`config.mk`:
```
export PLATFORM = sky130hd
export DESIGN_NAME = rotor_stepper
export DESIGN_NICKNAME = d
export VERILOG_FILES = /design/src/rtl/rotor_stepper.sv
export SDC_FILE = /design/constraint.sdc
export NUM_CORES = 1
export LEC_CHECK = 0
export BUFFER_PORTS_ARGS = -buffer_cell sky130_fd_sc_hd__buf_4
export CORE_UTILIZATION = 52
export CTS_CLUSTER_SIZE = 30
export DETAILED_ROUTE_END_ITERATION = 10
export PLACE_DENSITY = 0.81
export RECOVER_POWER = 100
export SETUP_SLACK_MARGIN = 0.1
export SLEW_MARGIN = 20
export SYNTH_ARGS = -nofsm -noshare
export SYNTH_HDL_FRONTEND = slang
export SYNTH_SLANG_ARGS = --single-unit
```
`constraint.sdc`:
```
create_clock -name clk -period 2.1 [get_ports clk]
set_clock_uncertainty 0.05 [all_clocks]
set_input_delay 0.63 -clock clk [delete_from_list [all_inputs] [get_ports clk]]
set_output_delay 0.63 -clock clk [all_outputs]
set_load 0.005 [all_outputs]
```
`src/rtl/rotor_stepper.sv`:
```
// Rotor position controller for the three-rotor stack: Enigma odometer stepping
// with middle-rotor double-step, then a fixed settle window before step_done.
module rotor_stepper #(
    parameter int NOTCH1        = 16,
    parameter int NOTCH2        = 4,
    parameter int NOTCH3        = 21,
    parameter int SETTLE_CYCLES = 2
) (
    input  logic       clk,
    input  logic       reset,
    input  logic       load,
    input  logic [4:0] init_pos1,
    input  logic [4:0] init_pos2,
    input  logic [4:0] init_pos3,
    input  logic       key_valid,
    output logic [4:0] rot1,
    output logic [4:0] rot2,
    output logic [4:0] rot3,
    output logic       busy,
    output logic       step_done,
    output logic       key_drop,
    output logic       pos_err
);

    // Elaboration-time sanity; NOTCH3 has nothing to carry into but must still be a legal letter.
    if (NOTCH1 < 0 || NOTCH1 > 25) $error("NOTCH1 out of range");
    if (NOTCH2 < 0 || NOTCH2 > 25) $error("NOTCH2 out of range");
    if (NOTCH3 < 0 || NOTCH3 > 25) $error("NOTCH3 out of range");
    if (SETTLE_CYCLES < 1 || SETTLE_CYCLES > 15) $error("SETTLE_CYCLES out of range");

    typedef enum logic {IDLE, SETTLE} state_t;

    state_t     state_q, state_d;
    logic [3:0] cnt_q, cnt_d;
    logic [4:0] rot1_q, rot1_d, rot2_q, rot2_d, rot3_q, rot3_d;
    logic       step_done_q, step_done_d;
    logic       key_drop_q, key_drop_d;
    logic       pos_err_q, pos_err_d;
    logic       pos_ok;
    logic       notch1_hit, notch2_hit;

    function automatic logic [4:0] inc26(input logic [4:0] v);
        return (v == 5'd25) ? 5'd0 : v + 5'd1;
    endfunction

    assign pos_ok     = (init_pos1 <= 5'd25) && (init_pos2 <= 5'd25) && (init_pos3 <= 5'd25);
    assign notch1_hit = (rot1_q == 5'(NOTCH1));
    assign notch2_hit = (rot2_q == 5'(NOTCH2));

    always_comb begin
        state_d     = state_q;
        cnt_d       = cnt_q;
        rot1_d      = rot1_q;
        rot2_d      = rot2_q;
        rot3_d      = rot3_q;
        key_drop_d  = 1'b0;
        pos_err_d   = 1'b0;

        // Settle window runs on unless a valid load cuts it short below.
        if (state_q == SETTLE) begin
            if (cnt_q == 4'd0) state_d = IDLE;
            else               cnt_d   = cnt_q - 4'd1;
        end

        if (load) begin
            if (pos_ok) begin
                rot1_d  = init_pos1;
                rot2_d  = init_pos2;
                rot3_d  = init_pos3;
                state_d = IDLE;
                cnt_d   = 4'd0;
            end else begin
                pos_err_d = 1'b1;
            end
        end else if (key_valid) begin
            if (state_q == IDLE) begin
                // Notch tests use pre-step positions; notch2_hit alone double-steps rotor2.
                rot1_d = inc26(rot1_q);
                if (notch1_hit || notch2_hit) rot2_d = inc26(rot2_q);
                if (notch2_hit)               rot3_d = inc26(rot3_q);
                state_d = SETTLE;
                cnt_d   = 4'(SETTLE_CYCLES - 1);
            end else begin
                key_drop_d = 1'b1;
            end
        end

        step_done_d = (state_d == SETTLE) && (cnt_d == 4'd0);
    end

    always_ff @(posedge clk) begin
        if (reset) begin
            state_q     <= IDLE;
            cnt_q       <= 4'd0;
            rot1_q      <= 5'd0;
            rot2_q      <= 5'd0;
            rot3_q      <= 5'd0;
            step_done_q <= 1'b0;
            key_drop_q  <= 1'b0;
            pos_err_q   <= 1'b0;
        end else begin
            state_q     <= state_d;
            cnt_q       <= cnt_d;
            rot1_q      <= rot1_d;
            rot2_q      <= rot2_d;
            rot3_q      <= rot3_d;
            step_done_q <= step_done_d;
            key_drop_q  <= key_drop_d;
            pos_err_q   <= pos_err_d;
        end
    end

    assign rot1      = rot1_q;
    assign rot2      = rot2_q;
    assign rot3      = rot3_q;
    assign busy      = (state_q == SETTLE);
    assign step_done = step_done_q;
    assign key_drop  = key_drop_q;
    assign pos_err   = pos_err_q;

endmodule

```
==> run summary <==
DR iter-0 viols - 76
Dpl cell area - 1780 um^2
Routed vias/inst - 6.42
#FFs+latches synth - 23
Hold path endpoint - rot2[4]
Share of post-route cells with drive strength above 1 - 24.6%
Placed insts - 229
Max Slew Vio Count - 0
Pre-CTS setup slack - 71.0 ps
Worst Path Arrival - 2150 ps
Total wire length - 3830 um
Final hold viol count - 0
Die area - 2990 um^2
Worst Hold Depth - 2
Area Overhead vs Synth - 24.0%
Post-Synth Simple-Gate Area - 20.9%
H-Tree Depth - 1
Largest family of logic cells by synthesized area - compound AO/OA/AOI/OAI gates
Setup ws final - 177 ps
Vias post-DR - 1,496
P_sw - 0.323 mW
WS Path Type - reg -> reg
Slew @ Worst Pin - 879 ps
Pin count of the biggest net entering global routing - 20
Worst r2r src - rot3[1]
Status - finished clean
Post-route cell area - 1790 um^2
Num ports - 38
Number of port buffers - 37
ANT nets after route - 0
Syn Std Cell Area - 1440 um^2
Reg clk slew, reported paths - 130 ps
Register area - 460 um^2
HP Start - rot2[4]
Worst skew pair latency - 320 ps
TritonCTS buffer count - 3
Sequential area share after synthesis - 31.9%
Setup Buffers After CTS - 0
Die Ht - 54.7 um
Synth Area in Adders - 7.81%
Hpwl dp - 2880 um
Worst Path Max Fanout - 4
Period utilization - 91.6%
Total power - 0.995 mW
CTS tree - yes
Initial antenna violation count - 0
Fillers - 215
Leading area contributor after synthesis - dfxtp_1
Critical Path Source Type - flop
Ranking of synthesized cells by area - dfxtp_1 (32%), ha_1 (7.8%), nor3_1 (3.5%)
Drt pass-1 iters - 4
Final Util - 70.2%
Pleak - 0.723 nW
Peak Freq - 0.520 GHz
Starting Density - 56.6%
Yosys cell types - 46
Antenna diodes - 0
Setup crit end kind - flop
Clock share of power - 21.4%
R2R Setup Slk - 180 ps
Vias in the first global route - 1,381
Avg Cell Area, Syn - 8.90 um^2
R2R depth - 6
Period minus WS final - 1920 ps
Slew margin rel. - 41.4%
Row count - 18
Gr ovfl total - 0
Int Power - 0.671 mW
Multi-input logic area - 897 um^2
Sequential Power Share - 51.1%
Setup TNS - 0 ps
Share of the synthesized area in the top cell type - 31.9%
Final Non-Filler Cells - 233
Most used DFF post-synth - dfxtp_1
RSZ-0062 raised after global routing - no
Core area - 2540 um^2
Mapped Nets - 190
Synthesized instance count - 162
DRC errors left - 0
Post-synth EDFFs - 0
Clock Sinks - 23
CTS max path bufs - 2
Post-synthesis mux area share - 2.08%
Total track usage - 29.0%
Final number of setup-violating endpoints - 0
Hold WS - 484 ps
Reg-to-reg endpoint - rot3[2]
Synth Area in Compound Gates - 27.8%
Max Cap Viol - 0
Crit path required time - 2320 ps
Root buf cell - clkbuf_4
VDD IR max - 413 uV
Yosys warning total - 0
WL/cell - 16.4 um
Hold WC Path Type - reg -> reg
Chip width - 54.7 um
Async S/R FF share, synth - 0%
Combinational share of power - 27.5%
Global-route wire length before repair - 6270 um
Power Dens Cells - 557 nW/um^2
Final net count - 232
Post-Synth XOR/XNOR Area - 3.65%
Routability cong. - 0.872
Switching share of total power - 32.5%
worst max-delay path, cell delays in order (launching register included):
cell and delay [ps]:
dfxtp_1 430, inv_1 90, ha_1 200, and4b_4 210, or4b_1 460, a221oi_1 300, a31o_1 130
sequential cells by signal, indices dropped and copies added, names as in the netlist:
register   cells
rot3           5
rot1           5
busy           1
rot2           5
cnt_q          4
pos_err        1
step_done      1
key_drop       1
what timing repair did:
item / CTS / global route
hold buffers: 0 / 0
endpoints found under the setup margin: 0 / 1
resized for setup: 0 / 2
area by class of cell:
cell class / count / share of cell area (%)
Clock buffer: 3 / 1.26
Clock inverter: 1 / 0.280
Inverter: 13 / 2.73
Multi-Input combinational cell: 118 / 50.2
Sequential cell: 23 / 25.8
Tap cell: 30 / 2.10
Timing Repair Buffer: 45 / 17.6
power by group through the flow:
stage / logic, mW / registers [mW] / clock network, mW
after global placement: 0.269 / 0.515 / 0
after detailed placement: 0.280 / 0.518 / 0
final: 0.273 / 0.508 / 0.213
after global routing: 0.300 / 0.514 / 0.239
after floorplan: 0.155 / 0.511 / 0
after CTS: 0.281 / 0.508 / 0.219
placed cells by master, fill, tap and decap left out, types with 5 or more instances in the layout:
master / Yosys / routed
xnor2_1: 5 / 5
clkbuf_1: 3 / 6
a211oi_1: 6 / 6
nand2_1: 13 / 13
clkbuf_4: 0 / 21
dfxtp_1: 23 / 23
ha_1: 9 / 9
nand3_1: 6 / 6
nor3_1: 10 / 10
inv_1: 13 / 13
nor2_1: 6 / 6
buf_4: 0 / 21
o31ai_1: 5 / 5
logic make-up (layout without fill, tap and decap cells):
family                     Yosys count  count (layout)
buffers and inverters               21              62
muxes                                3               3
AOI/OAI and AO/OA                   50              50
and+or+nand+nor                     50              50
xor gates and xnor gates             6               6
adders and majority gates            9               9
DFF                                 23              23
worst max-delay path by stage:
stage	endpoint	slack (ps)	start
floorplan	rot3[3]	260	init_pos1[1]
global placement	rot3[2]	140	init_pos1[1]
detailed placement	rot1[1]	70	init_pos1[1]
CTS	rot3[2]	220	rot3[1]
global route	step_done	90	cnt_q[0]
finish	rot3[2]	180	rot3[1]
per-layer routing:
metal	up-vias	GRT usage (%)	share of wire, %
met3	8	3.06	5.6
met4	0	11.5	1.9
met2	62	50.4	48
li1	717	-	-
met5	-	0	0
met1	709	36.0	45
synth_stat cells (3+ instances only):
library cell and number:
ha_1 9, a222oi_1 4, clkbuf_1 3, inv_1 13
a22oi_1 3, xnor2_1 5, nor2_1 6, mux2i_1 3
buf_2 4, nor3_1 10, dfxtp_1 23, a311oi_1 4
o31ai_1 5, a21oi_1 3, nand3_1 6, o211ai_1 4
and4b_1 3, nand2_1 13, a211oi_1 6
No activity file was read; power rests on OpenSTA's default activity.
